File: config.mk
export PLATFORM = sky130hd
export DESIGN_NAME = xil_bram_tdp_arb_flat
export DESIGN_NICKNAME = d
export VERILOG_FILES = /design/src/rtl/xil_bram_tdp_arb_if.sv /design/src/rtl/xil_bram_tdp_arb.sv /design/src/flat_wrapper.sv
export SDC_FILE = /design/constraint.sdc
export NUM_CORES = 1
export LEC_CHECK = 0
export CORE_MARGIN = 2
export CORE_UTILIZATION = 40
export DETAILED_ROUTE_END_ITERATION = 6
export PLACE_DENSITY = 0.79
export SYNTH_ARGS = -nofsm -noshare
export SYNTH_HDL_FRONTEND = slang
export SYNTH_SLANG_ARGS = --single-unit
File: constraint.sdc
create_clock -name clka -period 11 [get_ports clka]
set_clock_uncertainty 0.15 [all_clocks]
set_input_delay 3.3 -clock clka [delete_from_list [all_inputs] [get_ports clka]]
set_output_delay 3.3 -clock clka [all_outputs]
set_load 0.05 [all_outputs]
File: src/rtl/xil_bram_tdp_arb_if.sv
// Requester, RAM-port, response and clear-control bundle for xil_bram_tdp_arb.
// master = requesters plus the RAM (read data); slave = the arbiter.
interface xil_bram_tdp_arb_if #(
    parameter int ADR  = 10,
    parameter int DAT  = 18,
    parameter int NREQ = 4,
    parameter int IDW  = 2
);
    logic [NREQ-1:0]     req_vld;
    logic [NREQ-1:0]     req_wen;
    logic [NREQ*ADR-1:0] req_adr;
    logic [NREQ*DAT-1:0] req_wda;
    logic [NREQ-1:0]     req_rdy;
    logic [ADR-1:0]      adra, adrb;
    logic                wena, wenb;
    logic                rena, renb;
    logic [DAT-1:0]      wdaa, wdab;
    logic [DAT-1:0]      rdaa, rdab;
    logic                rspa_vld, rspb_vld;
    logic [IDW-1:0]      rspa_id, rspb_id;
    logic [DAT-1:0]      rspa_dat, rspb_dat;
    logic                clr_start;
    logic                clr_busy;

    modport master (
        output req_vld, req_wen, req_adr, req_wda, rdaa, rdab, clr_start,
        input  req_rdy, adra, adrb, wena, wenb, rena, renb, wdaa, wdab,
               rspa_vld, rspb_vld, rspa_id, rspb_id, rspa_dat, rspb_dat, clr_busy
    );
    modport slave (
        input  req_vld, req_wen, req_adr, req_wda, rdaa, rdab, clr_start,
        output req_rdy, adra, adrb, wena, wenb, rena, renb, wdaa, wdab,
               rspa_vld, rspb_vld, rspa_id, rspb_id, rspa_dat, rspb_dat, clr_busy
    );
endinterface

File: src/rtl/xil_bram_tdp_arb.sv
// Round-robin two-port arbiter and zero-fill sequencer for a single-clock TDP BRAM.
// Grants reach the RAM pins combinationally; read responses follow DEL cycles later; losers simply see req_rdy=0.
module xil_bram_tdp_arb #(
    parameter int ADR    = 10,
    parameter int DAT    = 18,
    parameter int DEP    = 1024,
    parameter int DEL    = 1,
    parameter int NREQ   = 4,
    parameter int IDW    = 2,
    parameter int CLR_EN = 1
) (
    input  logic             clka,
    input  logic             rsta,
    xil_bram_tdp_arb_if.slave bus
);
    localparam int NSL = 1 << IDW;

    typedef enum logic [1:0] {ST_INIT, ST_CLR, ST_RUN} state_t;

    state_t         state, state_nx;
    logic [ADR-1:0] clr_cnt, clr_cnt_nx;
    logic [IDW-1:0] rr_ptr, rr_nx;

    // Requests padded to a power-of-two table so IDW-wide indices always land in range.
    logic [NSL-1:0] vld_p, wen_p;
    logic [ADR-1:0] adr_p [NSL];
    logic [DAT-1:0] wda_p [NSL];

    always_comb begin
        vld_p = '0;
        wen_p = '0;
        for (int i = 0; i < NSL; i++) begin
            adr_p[i] = '0;
            wda_p[i] = '0;
        end
        for (int i = 0; i < NREQ; i++) begin
            vld_p[i] = bus.req_vld[i];
            wen_p[i] = bus.req_wen[i];
            adr_p[i] = bus.req_adr[i*ADR +: ADR];
            wda_p[i] = bus.req_wda[i*DAT +: DAT];
        end
    end

    logic           ga_v, gb_v;
    logic [IDW-1:0] ga, gb, last, idx;
    logic [IDW:0]   sum, nxt;

    always_comb begin
        ga_v = 1'b0;
        gb_v = 1'b0;
        ga   = '0;
        gb   = '0;
        last = rr_ptr;
        sum  = '0;
        idx  = '0;
        nxt  = '0;
        for (int k = 0; k < NREQ; k++) begin
            sum = {1'b0, rr_ptr} + (IDW+1)'(k);
            if (sum >= (IDW+1)'(NREQ))
                sum = sum - (IDW+1)'(NREQ);
            idx = sum[IDW-1:0];
            if (vld_p[idx]) begin
                if (!ga_v) begin
                    ga_v = 1'b1;
                    ga   = idx;
                    last = idx;
                end else if (!gb_v && !((adr_p[idx] == adr_p[ga]) && (wen_p[idx] || wen_p[ga]))) begin
                    // Conflicting requesters are skipped, not blocking the scan.
                    gb_v = 1'b1;
                    gb   = idx;
                    last = idx;
                end
            end
        end
        nxt = {1'b0, last} + 1'b1;
        rr_nx = (nxt >= (IDW+1)'(NREQ)) ? '0 : nxt[IDW-1:0];
    end

    logic [NSL-1:0] rdy_p;
    logic [ADR-1:0] adra_c, adrb_c;
    logic [DAT-1:0] wdaa_c, wdab_c;
    logic           wena_c, wenb_c, rena_c, renb_c;
    logic           gnt_any;

    always_comb begin
        state_nx   = state;
        clr_cnt_nx = clr_cnt;
        rdy_p      = '0;
        adra_c     = '0;
        adrb_c     = '0;
        wdaa_c     = '0;
        wdab_c     = '0;
        wena_c     = 1'b0;
        wenb_c     = 1'b0;
        rena_c     = 1'b0;
        renb_c     = 1'b0;
        gnt_any    = 1'b0;
        case (state)
            ST_INIT: state_nx = (CLR_EN != 0) ? ST_CLR : ST_RUN;
            ST_CLR: begin
                wena_c = 1'b1;
                adra_c = clr_cnt;
                if (clr_cnt == ADR'(DEP-1)) begin
                    state_nx   = ST_RUN;
                    clr_cnt_nx = '0;
                end else begin
                    clr_cnt_nx = clr_cnt + 1'b1;
                end
            end
            ST_RUN: begin
                if (ga_v) begin
                    gnt_any   = 1'b1;
                    rdy_p[ga] = 1'b1;
                    wena_c    = wen_p[ga];
                    rena_c    = ~wen_p[ga];
                    adra_c    = adr_p[ga];
                    wdaa_c    = wda_p[ga];
                end
                if (gb_v) begin
                    rdy_p[gb] = 1'b1;
                    wenb_c    = wen_p[gb];
                    renb_c    = ~wen_p[gb];
                    adrb_c    = adr_p[gb];
                    wdab_c    = wda_p[gb];
                end
                // This cycle's grants still go out; the clear starts at the next edge.
                if (bus.clr_start && (CLR_EN != 0))
                    state_nx = ST_CLR;
            end
            default: state_nx = ST_INIT;
        endcase
    end

    always_ff @(posedge clka or posedge rsta) begin
        if (rsta) begin
            state   <= ST_INIT;
            clr_cnt <= '0;
            rr_ptr  <= '0;
        end else begin
            state   <= state_nx;
            clr_cnt <= clr_cnt_nx;
            if (gnt_any)
                rr_ptr <= rr_nx;
        end
    end

    logic [DEL-1:0] va_sh, vb_sh;
    logic [IDW-1:0] ia_sh [DEL];
    logic [IDW-1:0] ib_sh [DEL];

    always_ff @(posedge clka or posedge rsta) begin
        if (rsta) begin
            va_sh <= '0;
            vb_sh <= '0;
            for (int i = 0; i < DEL; i++) begin
                ia_sh[i] <= '0;
                ib_sh[i] <= '0;
            end
        end else begin
            va_sh[0] <= rena_c;
            vb_sh[0] <= renb_c;
            ia_sh[0] <= rena_c ? ga : '0;
            ib_sh[0] <= renb_c ? gb : '0;
            for (int i = 1; i < DEL; i++) begin
                va_sh[i] <= va_sh[i-1];
                vb_sh[i] <= vb_sh[i-1];
                ia_sh[i] <= ia_sh[i-1];
                ib_sh[i] <= ib_sh[i-1];
            end
        end
    end

    assign bus.req_rdy  = rdy_p[NREQ-1:0];
    assign bus.adra     = adra_c;
    assign bus.adrb     = adrb_c;
    assign bus.wena     = wena_c;
    assign bus.wenb     = wenb_c;
    assign bus.rena     = rena_c;
    assign bus.renb     = renb_c;
    assign bus.wdaa     = wdaa_c;
    assign bus.wdab     = wdab_c;
    assign bus.rspa_vld = va_sh[DEL-1];
    assign bus.rspb_vld = vb_sh[DEL-1];
    assign bus.rspa_id  = ia_sh[DEL-1];
    assign bus.rspb_id  = ib_sh[DEL-1];
    assign bus.rspa_dat = bus.rdaa;
    assign bus.rspb_dat = bus.rdab;
    assign bus.clr_busy = (state != ST_RUN);

endmodule

File: src/flat_wrapper.sv
// flat-port wrapper written by rule: the top's interface ports become plain ports
module xil_bram_tdp_arb_flat 
#(
    parameter int ADR    = 10,
    parameter int DAT    = 18,
    parameter int DEP    = 1024,
    parameter int DEL    = 1,
    parameter int NREQ   = 4,
    parameter int IDW    = 2,
    parameter int CLR_EN = 1
)
  (clka, rsta, bus_req_vld, bus_req_wen, bus_req_adr, bus_req_wda, bus_rdaa, bus_rdab, bus_clr_start, bus_req_rdy, bus_adra, bus_adrb, bus_wena, bus_wenb, bus_rena, bus_renb, bus_wdaa, bus_wdab, bus_rspa_vld, bus_rspb_vld, bus_rspa_id, bus_rspb_id, bus_rspa_dat, bus_rspb_dat, bus_clr_busy);
  xil_bram_tdp_arb_if #(.ADR(ADR), .DAT(DAT), .NREQ(NREQ), .IDW(IDW)) bus_i ();
  input  logic clka;
  input  logic rsta;
  input wire logic [$bits(bus_i.req_vld)-1:0] bus_req_vld;
  input wire logic [$bits(bus_i.req_wen)-1:0] bus_req_wen;
  input wire logic [$bits(bus_i.req_adr)-1:0] bus_req_adr;
  input wire logic [$bits(bus_i.req_wda)-1:0] bus_req_wda;
  input wire logic [$bits(bus_i.rdaa)-1:0] bus_rdaa;
  input wire logic [$bits(bus_i.rdab)-1:0] bus_rdab;
  input wire logic [$bits(bus_i.clr_start)-1:0] bus_clr_start;
  output wire logic [$bits(bus_i.req_rdy)-1:0] bus_req_rdy;
  output wire logic [$bits(bus_i.adra)-1:0] bus_adra;
  output wire logic [$bits(bus_i.adrb)-1:0] bus_adrb;
  output wire logic [$bits(bus_i.wena)-1:0] bus_wena;
  output wire logic [$bits(bus_i.wenb)-1:0] bus_wenb;
  output wire logic [$bits(bus_i.rena)-1:0] bus_rena;
  output wire logic [$bits(bus_i.renb)-1:0] bus_renb;
  output wire logic [$bits(bus_i.wdaa)-1:0] bus_wdaa;
  output wire logic [$bits(bus_i.wdab)-1:0] bus_wdab;
  output wire logic [$bits(bus_i.rspa_vld)-1:0] bus_rspa_vld;
  output wire logic [$bits(bus_i.rspb_vld)-1:0] bus_rspb_vld;
  output wire logic [$bits(bus_i.rspa_id)-1:0] bus_rspa_id;
  output wire logic [$bits(bus_i.rspb_id)-1:0] bus_rspb_id;
  output wire logic [$bits(bus_i.rspa_dat)-1:0] bus_rspa_dat;
  output wire logic [$bits(bus_i.rspb_dat)-1:0] bus_rspb_dat;
  output wire logic [$bits(bus_i.clr_busy)-1:0] bus_clr_busy;
  assign bus_i.req_vld = bus_req_vld;
  assign bus_i.req_wen = bus_req_wen;
  assign bus_i.req_adr = bus_req_adr;
  assign bus_i.req_wda = bus_req_wda;
  assign bus_i.rdaa = bus_rdaa;
  assign bus_i.rdab = bus_rdab;
  assign bus_i.clr_start = bus_clr_start;
  assign bus_req_rdy = bus_i.req_rdy;
  assign bus_adra = bus_i.adra;
  assign bus_adrb = bus_i.adrb;
  assign bus_wena = bus_i.wena;
  assign bus_wenb = bus_i.wenb;
  assign bus_rena = bus_i.rena;
  assign bus_renb = bus_i.renb;
  assign bus_wdaa = bus_i.wdaa;
  assign bus_wdab = bus_i.wdab;
  assign bus_rspa_vld = bus_i.rspa_vld;
  assign bus_rspb_vld = bus_i.rspb_vld;
  assign bus_rspa_id = bus_i.rspa_id;
  assign bus_rspb_id = bus_i.rspb_id;
  assign bus_rspa_dat = bus_i.rspa_dat;
  assign bus_rspb_dat = bus_i.rspb_dat;
  assign bus_clr_busy = bus_i.clr_busy;
  xil_bram_tdp_arb #(.ADR(ADR), .DAT(DAT), .DEP(DEP), .DEL(DEL), .NREQ(NREQ), .IDW(IDW), .CLR_EN(CLR_EN)) u_core (.clka(clka), .rsta(rsta), .bus(bus_i));
endmodule
==> impl_metrics.yaml <==
outcome:
  status: "finished, final reports clean"
floorplan:
  ios: 266
  fp.dieW_um: 129.2
  dieArea_mm2: 0.01668
  die_y_um: 129.2
  start_util: 0.4107
  placementRows: 45
  core_mm2: 0.01526
timing:
  worst_pin_slew_ps: 1083
  slew_viol_final: 0
  hold_viol: 0
  period_share: 0.9925
  relSlewSlack: 0.2711
  setup_viol: 0
  finalCriticalPeriod_ps: 10920
  worst_slack_ps: 82.27
  max_freq_mhz: 91.59
synth:
  syn-cell-area_mm2: 0.006267
  ys.flop_type: "dfrtp_1"
  synthXorXnorAreaFrac: 0.05590
  seq_area_frac_synth: 0.07986
  synth_cell_type_count: 69
  post_synth_mux_area_share: 0.4434
  synth.area.top_cells: "mux4_2 26%, mux2i_1 15%, dfrtp_1 8.0%"
  synthSimpleGateAreaFrac: 0.1378
  syn_nets: 830
  synth_edf_count: 0
  synth_compound_area_frac: 0.1571
  synth_fa_ha_area_frac: 0.01597
  synth_top_area_cell: "mux4_2"
  synth_top_cell_area_share: 0.2587
  synth_top_family_by_area: "multiplexers"
  synth_cells: 663
  synth-seq-cells: 20
  yosysWarnings: 0
  avgSynthCellArea_um2: 9.453
  async_flop_share: 1.000
cells_and_area:
  final_util: 0.6271
  diodes: 0
  area_growth_pct: 52.69
  fillCellCount: 1199
  final_cell_mix: "125 x clkdlybuf4s50_1, 118 x buf_4, 84 x mux2i_1"
  final_net_count: 1033
  final_common_cell: "clkdlybuf4s50_1"
  drive_gt1_frac: 0.3908
grt:
  antenna_found_initial: 0
  grt_pass1_wl_mm: 34.62
  track_usage: 0.2606
  first_global_vias: 6332
  grt_max_degree: 48
  grt_overflow: 0
drt:
  drc_errors: 0
  dr_total_vias: 6724
  viasPerCell: 6.249
  postRouteAntennaNets: 0
  drt-wirelength-per-cell_um: 21.11
  first_iter_violations: 886
  drt-total-wl_mm: 22.72
  firstDrtPassIters: 5
worst_setup_path:
  required_ps: 7550
  path_class: "in -> out"
  cp-start-kind: "input port"
  end_kind: "output port"
  arrival_ps: 7470
  crit_fanout: 8
pwr:
  p_leak_nw: 3.648
  power_density_mw_per_mm2: 97.54
  total_power_mw: 0.9333
  ir_drop_mv: 0.07285
clock_tree:
  cts-hold-fix-buffers: 0
  cts_buffers: 3
  clkLatencyLatePin_ps: 250
  clock-root-buffer: "clkbuf_16"
  htreeDepth: 1
  clk_pin_slew_ps: 60
  cts_tree: "done"
  cts.path.max_buffers: 2
  clock-sinks: 20
place:
  dp_worst_setup_slack_ps: -364.4
  gp_congestion: 0.9421
  dp.final_hpwl_mm: 17.08
  io_buffers: 193
run:
  cap_violations: 0
hold_path:
  hold_path.class: "reg -> reg"
==> per-stage QoR <==
| step | std cells | cell area [µm²] | setup TNS [ps] | hold slack [ps] |
|---|---|---|---|---|
| floorplan | 663 | 6462 | 0 | 317.1 |
| global placement | 1049 | 9047 | -2643 | 336.9 |
| detailed placement | 1049 | 9047 | -8989 | 343.4 |
| CTS | 1067 | 9395 | 0 | 352.6 |
| global route | 1076 | 9569 | -45.47 | 366.7 |
| finish | 1076 | 9569 | 0 | 357.2 |
==> kinds of logic after synthesis <==
| group | Yosys count |
|---|---|
| adders and majority gates | 8 |
| xor gates and xnor gates | 40 |
| DFF | 20 |
| buffers and inverters | 112 |
| muxes | 184 |
| AOI/OAI and AO/OA | 143 |
| and+or+nand+nor | 156 |
==> cells in the mapped netlist, drive strengths merged (4+ instances only) <==
master  number
inv         11
buf         75
a31oi        4
mux2        13
and3         5
o31ai        5
ha           8
xnor2       31
nand3b       5
o21a         5
a22oi       12
o22ai       35
xor2         9
nand2       26
nor2b       21
nand3        8
o21ai       22
mux4        73
dfrtp       20
mux2i       98
a21oi       22
a211oi       4
nor2        27
nor3         7
clkbuf      25
nand4        9
and2        24
or3          8
nand2b       6
==> layout make-up <==
cell class,count,area (µm²),area share
clock buffers,3,75.07,0.007845
well taps,211,264.0,0.02759
inverters,12,45.04,0.004707
repair buffers,298,3151,0.3292
flip-flops and latches,20,503.0,0.05256
multi-input cells,531,5502,0.5749
clock inverters,1,30.03,0.003138
==> flip-flops by register name, indices dropped and copies added, names as in the netlist <==
register             flops
u_core.bus.rspa_vld      1
u_core.state             2
u_core.rr_ptr            2
u_core.clr_cnt          10
u_core.bus.rspb_vld      1
u_core.bus.rspa_id       2
u_core.bus.rspb_id       2
==> worst max-delay path: stages <==
cell and delay, ps:
clkdlybuf4s15_1 190, mux2_4 290, o21ai_4 140, inv_2 80, ha_4 230, nand2_2 50, o21a_1 190, buf_6 160
buf_4 110, buf_4 100, mux2i_1 220, xor2_1 160, o311ai_0 160, a21oi_1 370, a21oi_4 100, nor4b_2 240
buf_4 160, mux2i_4 290, buf_12 190, buf_12 160, mux2i_4 260, o22ai_4 120, buf_12 160
==> power breakdown <==
group	internal, mW	total [mW]	switching, mW
registers	0.0746	0.0851	0.0105
clock network	0.0722	0.0999	0.0278
logic	0.411	0.748	0.338
total	0.558	0.933	0.376
==> final timing paths <==
kind | from | end | slack, ps | cells after the start
setup / recovery | bus_req_vld[1] | bus_adrb[6] | 80 | 23
setup reg to reg | u_core.rr_ptr[0] | u_core.bus.rspb_vld | 5780 | 16
min in group asynchronous | rsta | u_core.clr_cnt[6] | 3370 | 2
hold / removal | u_core.clr_cnt[8] | u_core.clr_cnt[8] | 360 | 1
hold reg to reg | u_core.clr_cnt[8] | u_core.clr_cnt[8] | 360 | 1
max in group asynchronous | rsta | u_core.rr_ptr[1] | 6760 | 2
==> metal layers <==
metal | up-vias | routed length, µm | global-route usage
li1 | 2948 | - | -
met1 | 3267 | 8873 | 0.3627
met2 | 438 | 10760 | 0.4204
met3 | 71 | 2308 | 0.03881
met4 | 0 | 778 | 0.07992
met5 | - | 0 | 0
==> timing repair <==
item,4_1_cts,5_1_grt
endpoints found under the setup margin,34,34
cloned,3,0
setup buffers,12,10
gates resized for setup,29,31
pin swaps,17,12
No activity file was read; power rests on OpenSTA's default activity.
